==> config.mk <==
export PLATFORM = sky130hd
export DESIGN_NAME = mul_ctrl
export DESIGN_NICKNAME = d
export VERILOG_FILES = /design/src/rtl/mul_ctrl.sv
export SDC_FILE = /design/constraint.sdc
export NUM_CORES = 1
export LEC_CHECK = 0
export ABC_AREA = 1
export BUFFER_PORTS_ARGS = -buffer_cell sky130_fd_sc_hd__buf_2
export CAP_MARGIN = 10
export CORE_MARGIN = 8
export CORE_UTILIZATION = 59
export CTS_CLUSTER_DIAMETER = 50
export DETAILED_ROUTE_END_ITERATION = 8
export PLACE_DENSITY = 0.86
export SYNTH_ARGS = -nofsm -noshare
export SYNTH_HDL_FRONTEND = slang
export SYNTH_SLANG_ARGS = --single-unit
==> constraint.sdc <==
create_clock -name clk -period 2.6 [get_ports clk]
set_input_delay 0 -clock clk [delete_from_list [all_inputs] [get_ports clk]]
set_output_delay 0 -clock clk [all_outputs]
set_load 0.03 [all_outputs]
==> src/rtl/mul_ctrl.sv <==
// Iterative shift-add multiplier: one multiplier bit per cycle, signed or unsigned
// operands, with a valid/ready handshake on both operand and result sides.
module mul_ctrl #(
  parameter int WIDTH = 6
) (
  input  logic               clk,
  input  logic               rst_n,
  input  logic               in_valid,
  output logic               in_ready,
  input  logic [WIDTH-1:0]   a,
  input  logic [WIDTH-1:0]   b,
  input  logic               sel,
  output logic               out_valid,
  input  logic               out_ready,
  output logic [2*WIDTH-1:0] out,
  output logic               busy,
  output logic [1:0]         dbg_state
);

  localparam int PW = 2 * WIDTH;
  localparam int CW = $clog2(WIDTH);

  // Handshake: a transfer happens on a rising edge where valid && ready on that side;
  // valid never depends on ready, and out is held stable while out_valid is high.
  typedef enum logic [1:0] {
    S_IDLE = 2'd0,
    S_RUN  = 2'd1,
    S_DONE = 2'd2
  } state_t;

  state_t           state_q, state_d;
  logic [PW-1:0]    mag_a_q, mag_a_d;
  logic [WIDTH-1:0] mag_b_q, mag_b_d;
  logic             sign_q, sign_d;
  logic [PW-1:0]    acc_q, acc_d;
  logic [CW-1:0]    cnt_q, cnt_d;
  logic [PW-1:0]    out_q, out_d;

  logic             neg_a, neg_b;
  logic [PW-1:0]    a_ext;
  logic [PW-1:0]    acc_sum;

  always_comb begin
    state_d = state_q;
    mag_a_d = mag_a_q;
    mag_b_d = mag_b_q;
    sign_d  = sign_q;
    acc_d   = acc_q;
    cnt_d   = cnt_q;
    out_d   = out_q;

    neg_a   = sel & a[WIDTH-1];
    neg_b   = sel & b[WIDTH-1];
    a_ext   = {{WIDTH{neg_a}}, a};
    // mag_a_q is pre-shifted each cycle, so it always holds |a| << i.
    acc_sum = acc_q + (mag_b_q[0] ? mag_a_q : '0);

    case (state_q)
      S_IDLE: begin
        if (in_valid) begin
          mag_a_d = neg_a ? (~a_ext + PW'(1)) : a_ext;
          mag_b_d = neg_b ? (~b + WIDTH'(1)) : b;
          sign_d  = sel & (a[WIDTH-1] ^ b[WIDTH-1]);
          acc_d   = '0;
          cnt_d   = '0;
          state_d = S_RUN;
        end
      end
      S_RUN: begin
        acc_d   = acc_sum;
        mag_a_d = mag_a_q << 1;
        mag_b_d = mag_b_q >> 1;
        cnt_d   = cnt_q + CW'(1);
        if (cnt_q == CW'(WIDTH - 1)) begin
          out_d   = sign_q ? (~acc_sum + PW'(1)) : acc_sum;
          state_d = S_DONE;
        end
      end
      S_DONE: begin
        if (out_ready) begin
          state_d = S_IDLE;
        end
      end
      default: state_d = S_IDLE;
    endcase
  end

  always_ff @(posedge clk or negedge rst_n) begin
    if (!rst_n) begin
      state_q <= S_IDLE;
      mag_a_q <= '0;
      mag_b_q <= '0;
      sign_q  <= 1'b0;
      acc_q   <= '0;
      cnt_q   <= '0;
      out_q   <= '0;
    end else begin
      state_q <= state_d;
      mag_a_q <= mag_a_d;
      mag_b_q <= mag_b_d;
      sign_q  <= sign_d;
      acc_q   <= acc_d;
      cnt_q   <= cnt_d;
      out_q   <= out_d;
    end
  end

  assign in_ready  = (state_q == S_IDLE);
  assign out_valid = (state_q == S_DONE);
  assign busy      = (state_q != S_IDLE);
  assign out       = out_q;
  assign dbg_state = state_q;

endmodule
==> flow_summary.toml, run 1 <==
[status]
outcome = "finished clean"

[critical_path]
r2r_end = "out[10]"
cp.required_ps = 2790
crit_type = "flop to flop"
worst_setup_path_start_kind = "flop"
path_common_cell = "nand2_1"
cpMaxStageDelayCell = "fa_1"
worstPathArrival_ps = 2560
rr_worst_depth = 17
r2r-start = "mag_b_q[0]"
crit_chain = "nand2_1, inv_1, ha_1, fa_1, inv_2, ha_1, inv_1, nor2_1, nand2_1, inv_2, nand3_2, nor2_2, nand2_1, nand2_1, nand2_1, nand3_1, nand2_1"
max_stage_delay_ps = 490
ff2ff_setup_slack_ps = 230
end_kind = "flop"
cp_max_fo = 4

[timing]
post-route-period-util = 0.911
drv_slew = 0
setup_viol = 0
fin_setup_tns_ps = 0
period_minus_slack_ps = 2370
slew_headroom = 0.566
hold_viol = 0
rsz0062_at_grt = "false"
fin_worst_skew_ps = 9.94
tightest_slew_ps = 651
fmax_mhz = 422

[global_routing]
grt_overflow = 0
antenna_found_initial = 0
grt_pass1_vias = 2869
grt_use_total = 0.208
grt_max_degree = 30
grt_pass1_wl_um = 12900

[finish]
antennaDiodeCount = 0
final_util = 0.697
layout.nets = 509
final_common_cell = "nand2_1"
area.growth.synth_to_final_pct = 13.8
drive_above_1_share = 0.151
mostFrequentLayoutCells = "nand2_1 (130), inv_1 (70), dfrtp_1 (48)"

[floorplan]
pin_count = 34
start_util = 0.612
die-width_um = 89.0
dieHeight_um = 89.0
num_rows = 26
die-area_um2 = 7930
core_area_um2 = 5140

[routing]
drtAntennaViolNets = 0
first_pass_iters = 5
drt-initial-drc-count = 231
wl_per_cell_um = 13.9
vias = 2968
drc = 0
viasPerCell = 5.44
wl_um = 7580

[clocking]
cts_root_buf = "clkbuf_8"
clock_latency_ps = 310
cts_max_level = 2
numClockSinks = 48
cts_tree = "built"
clockBufferDepth = 2
path_clk_slew_ps = 100
cts_buffers = 5

[flow_run]
maxCapViolCount = 0

[synth]
synth.distinct_cells = 38
synth_fp_nets = 466
synth.ff_latch_count = 48
yosysWarnings = 0
syn_area_per_cell_um2 = 7.29
synth_seq_area_share = 0.382
synthCells = 432
synth_area_um2 = 3150

[power]
p_leak_nw = 1.98
p_per_area_nw_per_um2 = 1260
peakVddDrop_mv = 0.675

[min_path]
hold_depth = 3
worstHoldStart = "b[3]"
min_to = "mag_b_q[3]"
min_path_type = "input port to flop"

[place]
port_buffers = 33
hpwl_um = 5820
gp_congestion = 0.976
## area by class of cell
| cell class | instances | area [um^2] |
|---|---|---|
| timing repair buffer | 45 | 272 |
| clock inverter | 3 | 46.3 |
| inverter | 74 | 278 |
| tap | 70 | 87.6 |
| multi-input combinational | 301 | 1630 |
| sequential | 48 | 1200 |
| clock buffer | 5 | 68.8 |
| fill | 425 | 1560 |
## cells by family (layout without fill, tap and decap cells)
| logic type | count (synthesis) | after routing | synth area share |
|---|---|---|---|
| DFF | 48 | 48 | 0.382 |
| adders and majority gates | 17 | 17 | 0.0700 |
| AOI/OAI and AO/OA | 72 | 72 | 0.142 |
| and+or+nand+nor | 205 | 205 | 0.286 |
| buffers and inverters | 83 | 127 | 0.101 |
| xor gates and xnor gates | 7 | 7 | 0.0195 |
## cells in the mapped netlist
cell type    n  area share
nand2_1    130        0.16
o21ai_0     33       0.052
dfrtp_1     48        0.38
nor2_1      21       0.025
inv_1       72       0.086
nand3b_1     3      0.0072
fa_1         1      0.0064
o31ai_1      4      0.0095
a21oi_1      6      0.0095
nor2_2       3      0.0060
nor2_4       1      0.0036
and2_2       1      0.0024
o21ai_1      1      0.0016
o22ai_1      7       0.014
a32o_1       1      0.0032
clkinv_1     1      0.0012
o21bai_4     1      0.0060
a31oi_1      4      0.0079
nand4_1      4      0.0079
nand2_4      1      0.0036
a22o_1       1      0.0028
xnor2_1      4       0.011
nor3_4       1      0.0052
a22oi_1      9       0.021
o211ai_1     1      0.0024
nand3_1     24       0.038
nand2_2      8       0.016
ha_1        16       0.064
o221ai_1     1      0.0028
o21ai_2      2      0.0056
clkbuf_1     5      0.0060
inv_2        1      0.0012
a21oi_2      1      0.0028
buf_2        3      0.0048
nand3_2      2      0.0064
buf_4        1      0.0024
xor2_1       3      0.0083
nor3_1       6      0.0095
## metal layers
metal / global-route usage / vias to the layer above / wire length [um]
met3: 0.0515 / 14 / 612
met4: 0.0634 / 0 / 97
li1: - / 1471 / -
met1: 0.251 / 1361 / 3230
met5: 0 / - / 0
met2: 0.355 / 122 / 3640
## metrics by stage
step / worst slack (ps) / power [W] / hold WS (ps) / cell area [um^2] / cells
after global routing: 11.9 / 0.00488 / 18.3 / 3580 / 546
final: 232 / 0.00451 / 11.7 / 3580 / 546
after CTS: 225 / 0.00444 / 15.4 / 3570 / 545
after floorplan: 170 / 0.00321 / -296 / 3150 / 432
after global placement: 347 / 0.00380 / 52.3 / 3400 / 532
after detailed placement: 246 / 0.00388 / 62.5 / 3400 / 532
## how the worst max path moves through the flow
stage / from / endpoint / slack [ps] / depth (start not counted)
3_5_place_dp: mag_a_q[0] / out[10] / 250 / 17
5_1_grt: mag_b_q[0] / out[10] / 10 / 17
4_1_cts: mag_a_q[0] / out[10] / 230 / 17
6_report: mag_b_q[0] / out[10] / 230 / 17
3_3_place_gp: mag_a_q[0] / out[10] / 350 / 17
2_1_floorplan: mag_b_q[0] / out[10] / 170 / 18
## where the power goes
part           leakage, nW  internal (W)  total, W  switching, W
Clock               0.0548      0.000290  0.000559      0.000269
Sequential           0.614       0.00107   0.00128      0.000217
Combinational         1.31      0.000878   0.00267       0.00179
Total                 1.98       0.00223   0.00451       0.00227
## state kept, by name (all words and copies together) (netlist names)
name / flops
out: 12
mag_b_q: 6
mag_a_q: 12
acc_q: 12
sign_q: 1
dbg_state: 2
cnt_q: 3
## repair_timing
action                                  in CTS  in global routing
hold endpoints to repair                    33                  0
hold buffers                                 5                  0
resized for setup                            0                  3
setup buffers                                0                  1
endpoints found under the setup margin       0                  1
## critical path, delay by kind of cell (launching register included)
family,cells,cell delay [ps]
adder cells (fa/ha/maj),3,880
AND/OR/NAND/NOR,10,720
flip-flops,1,400
buffers and inverters,4,250
Power figures use the tool's default switching activity.
==> run 2: changes to the inputs <==
==> constraint.sdc (replaced) <==
create_clock -name clk -period 2.4 [get_ports clk]
set_input_delay 0 -clock clk [delete_from_list [all_inputs] [get_ports clk]]
set_output_delay 0 -clock clk [all_outputs]
set_load 0.03 [all_outputs]
==> flow_summary.toml, run 2 (synthesis results as in run 1) <==
[critical_path]
crit_type = "flop to flop"
worstPathArrival_ps = 2510
cp_max_fo = 4
ff2ff_setup_slack_ps = 90
worst_setup_path_start_kind = "flop"
cp.required_ps = 2600
end_kind = "flop"

[finish]
layoutNonFillerInstCount = 550
nFillCells = 406
area.growth.synth_to_final_pct = 18.7
final_common_cell = "nand2_1"
layout.nets = 514
antennaDiodeCount = 0
mostFrequentLayoutCells = "nand2_1 (125), inv_1 (68), dfrtp_1 (48)"
drive_above_1_share = 0.210

[timing]
setup_viol = 0
tightest_slew_ps = 1010
slew_headroom = 0.329
drv_slew = 0
fin_worst_skew_ps = 5.53
period_minus_slack_ps = 2310
hold_viol = 0
fin_setup_tns_ps = 0
rsz0062_at_grt = "true"
post-route-period-util = 0.963
fmax_mhz = 433

[clocking]
cts_buffers = 5
clock_latency_ps = 310
cts_root_buf = "clkbuf_8"
clockBufferDepth = 2
numClockSinks = 48
cts_tree = "built"
path_clk_slew_ps = 90
cts_max_level = 2

[routing]
drc = 0
viasPerCell = 5.51
vias = 3029
first_pass_iters = 5
drtAntennaViolNets = 0
drt-initial-drc-count = 220
wl_per_cell_um = 14.3
wl_um = 7870

[place]
hpwl_um = 5560
gp_congestion = 0.968
dp_cells = 533
port_buffers = 33

[floorplan]
die-area_um2 = 7930
dieHeight_um = 89.0
num_rows = 26
core_area_um2 = 5140
pin_count = 34
die-width_um = 89.0
start_util = 0.612

[flow_run]
maxCapViolCount = 0

[global_routing]
antenna_found_initial = 0
grt_use_total = 0.208
met3_usage = 0.0423
grt_pass1_wl_um = 12900
use_met1 = 0.259
grtUsageMet2 = 0.346
top_usage_layer = "met2"
grt_pass1_vias = 2864
grt_max_degree = 49
grt_overflow = 0

[power]
p_per_area_nw_per_um2 = 1370
peakVddDrop_mv = 0.730
p_leak_nw = 1.97

[status]
outcome = "finished clean"

[min_path]
min_path_type = "input port to flop"
## run 2: critical path, cell delays in order, from the launching register on
cell	delay, ps
dfrtp_1	410
nand2_1	90
inv_2	50
ha_4	160
fa_2	450
inv_2	110
nand2_2	60
a21oi_2	130
nand3_1	110
nor2_2	160
nand3_2	120
o21bai_4	160
nand2_1	80
nand3_1	80
nand2_1	50
## run 2: worst paths after layout
| kind | startpoint | endpoint | cells after the start |
|---|---|---|---|
| max in group asynchronous | rst_n | acc_q[2] | 2 |
| setup / recovery | mag_b_q[0] | out[9] | 14 |
| hold reg to reg | out[0] | out[0] | 2 |
| setup reg to reg | mag_b_q[0] | out[9] | 14 |
| min in group asynchronous | rst_n | acc_q[8] | 2 |
| hold / removal | b[4] | mag_b_q[4] | 3 |
## run 2: layer usage
metal | part of all wire | wire length (um)
met1 | 0.44 | 3470
met4 | 0.024 | 187
met3 | 0.052 | 406
met5 | 0 | 0
met2 | 0.48 | 3800
## run 2: per-stage QoR
step	hold slack [ps]	power [W]	area (um^2)	util	setup WS [ps]
6_report	1.94	0.00513	3740	0.727	88.8
5_1_grt	27.6	0.00555	3740	0.727	-102
4_1_cts	9.67	0.00468	3530	0.687	46.0
3_5_place_dp	177	0.00419	3410	0.664	55.2
3_3_place_gp	172	0.00411	3410	0.664	97.8
2_1_floorplan	-296	0.00348	3150	-	44.6
## run 2: what timing repair did
action | in CTS | in global routing
setup endpoints to repair | 0 | 8
setup buffers | 0 | 6
hold buffers | 4 | 0
hold endpoints to repair | 51 | 0
gates resized for setup | 0 | 34
## run 2: area by class of cell
type,instances,area (um^2),share of cell area
clock inverters,2,12.5,0.00335
clock buffers,5,68.8,0.0184
multi-input cells,301,1790,0.478
flip-flops and latches,48,1200,0.321
well taps,70,87.6,0.0234
repair buffers,50,303,0.0810
inverters,74,278,0.0743
## run 2: power by group
group	leakage (nW)	switching (W)	internal, W	total (W)
logic	1.32	0.00207	0.00118	0.00325
registers	0.614	0.000263	0.00116	0.00142
clock network	0.0400	0.000269	0.000198	0.000467
total	1.97	0.00260	0.00253	0.00513
==> run 3: changes to the inputs <==
--- a/config.mk
+++ b/config.mk
@@ -10,9 +10,10 @@
 export CAP_MARGIN = 10
 export CORE_MARGIN = 8
 export CORE_UTILIZATION = 59
-export CTS_CLUSTER_DIAMETER = 50
+export CTS_CLUSTER_DIAMETER = 120
 export DETAILED_ROUTE_END_ITERATION = 8
 export PLACE_DENSITY = 0.86
+export SETUP_SLACK_MARGIN = 0.3
 export SYNTH_ARGS = -nofsm -noshare
 export SYNTH_HDL_FRONTEND = slang
 export SYNTH_SLANG_ARGS = --single-unit
==> flow_summary.toml, run 3 (synthesis results as in run 1) <==
[finish]
nFillCells = 374
antennaDiodeCount = 0
layout.nets = 518
layoutNonFillerInstCount = 554
final_common_cell = "nand2_1"
area.growth.synth_to_final_pct = 23.6
drive_above_1_share = 0.248
mostFrequentLayoutCells = "nand2_1 (117), inv_1 (66), dfrtp_1 (48)"

[global_routing]
grt_pass1_vias = 3146
antenna_found_initial = 0
grt_use_total = 0.227
grt_overflow = 0
grt_pass1_wl_um = 14000
grt_max_degree = 31

[power]
netSwitchingFraction = 0.511
p_per_area_nw_per_um2 = 1470
peakVddDrop_mv = 0.869
sequentialPowerShare = 0.251
switching_power_w = 0.00293
combPwrFrac = 0.626
internal_power_w = 0.00280
finalPower_w = 0.00573
clockPowerShare = 0.124
p_leak_nw = 2.04

[routing]
vias = 3264
wl_per_cell_um = 17.3
drc = 0
drt-initial-drc-count = 359
viasPerCell = 5.89
first_pass_iters = 6
drtAntennaViolNets = 0
wl_um = 9580

[critical_path]
ff2ff_setup_slack_ps = -130
crit_path_start = "mag_b_q[0]"
worst_setup_path_start_kind = "flop"
r2r_end = "out[8]"
r2r-start = "mag_b_q[0]"
worstSetupEndpoint = "out[8]"
worstPathArrival_ps = 2740
cp.required_ps = 2610
rr_worst_depth = 16
cp_max_fo = 3
end_kind = "flop"
crit_type = "flop to flop"

[place]
gp_congestion = 1.01
dp_cells = 534
hpwl_um = 6000
port_buffers = 33

[timing]
period_minus_slack_ps = 2530
tightest_slew_ps = 638
fmax_mhz = 395
fin_worst_skew_ps = 9.31
post-route-period-util = 1.05
hold_slack_ps = -6.17
finalWorstSetupSlack_ps = -131
slew_headroom = 0.574
rsz0062_at_grt = "true"
drv_slew = 0
hold_viol = 2
setup_viol = 7

[floorplan]
core_area_um2 = 5140
die-area_um2 = 7930
die-width_um = 89.0
start_util = 0.612
num_rows = 26
pin_count = 34
dieHeight_um = 89.0

[clocking]
cts_tree = "built"
clock_latency_ps = 320
clockBufferDepth = 2
cts_buffers = 5
numClockSinks = 48
path_clk_slew_ps = 90
cts_root_buf = "clkbuf_8"
cts_max_level = 2

[min_path]
worstHoldStart = "b[3]"
min_path_type = "input port to flop"

[status]
outcome = "complete, but fails checks"
violations = "negative hold slack, negative setup slack"

[flow_run]
maxCapViolCount = 0
-- run 3: area by class of cell --
type,instances,area (um^2),area share
Sequential cell,48,1200,0.309
Clock buffer,5,68.8,0.0177
Inverter,74,280,0.0720
Multi-Input combinational cell,301,1860,0.477
Timing Repair Buffer,54,339,0.0871
Tap cell,70,87.6,0.0225
Clock inverter,2,60.1,0.0154
-- run 3: through the flow --
step / setup TNS [ps] / area (um^2) / setup WS [ps] / hold slack, ps / util
after floorplan: 0 / 3180 / 103 / -296 / -
after global placement: 0 / 3440 / 123 / -26.5 / 0.669
after detailed placement: 0 / 3440 / 32.3 / -27.5 / 0.669
after CTS: 0 / 3750 / 125 / 1.11 / 0.731
after global routing: -883 / 3890 / -247 / 20.0 / 0.757
final: -518 / 3890 / -131 / -6.17 / 0.757
-- run 3: routing by layer --
| layer | track usage | vias to the layer above | wire length (um) |
|---|---|---|---|
| li1 | - | 1492 | - |
| met1 | 0.257 | 1514 | 3610 |
| met2 | 0.401 | 195 | 4710 |
| met3 | 0.0404 | 63 | 731 |
| met4 | 0.116 | 0 | 534 |
| met5 | 0 | - | 0 |
-- run 3: repair_timing --
action                                  in CTS  in global routing
endpoints found under the setup margin      17                 13
hold buffers                                 5                  0
hold endpoints to repair                    23                  0
gates resized for setup                     21                 29
setup buffers                                4                  4
pin swaps                                   10                  9
cloned                                       0                  0
-- run 3: worst min-delay path by stage --
stage / end / cells past startpoint
after floorplan: acc_q[0] / 0
after global placement: acc_q[6] / 1
after detailed placement: acc_q[6] / 1
after CTS: mag_b_q[3] / 3
after global routing: mag_a_q[5] / 4
final: mag_b_q[3] / 3
-- run 3: power by group through the flow --
stage	Sequential, W	Clock (W)	Combinational [W]
detailed placement	0.00141	0	0.00283
finish	0.00144	0.000708	0.00358
CTS	0.00141	0.000693	0.00310
global placement	0.00139	0	0.00273
global route	0.00146	0.000730	0.00385
floorplan	0.00154	0	0.00197
-- run 3: worst max-delay path, stage by stage, from the launching register on --
cell	delay (ps)
dfrtp_1	430
nand2_2	90
inv_2	40
ha_4	150
fa_2	560
inv_4	60
ha_4	170
inv_2	90
nor2_4	50
nand2_2	100
inv_2	50
nand3_2	100
nor2_4	50
nor2_1	200
nand2_1	140
nand2_1	100
o21ai_2	50
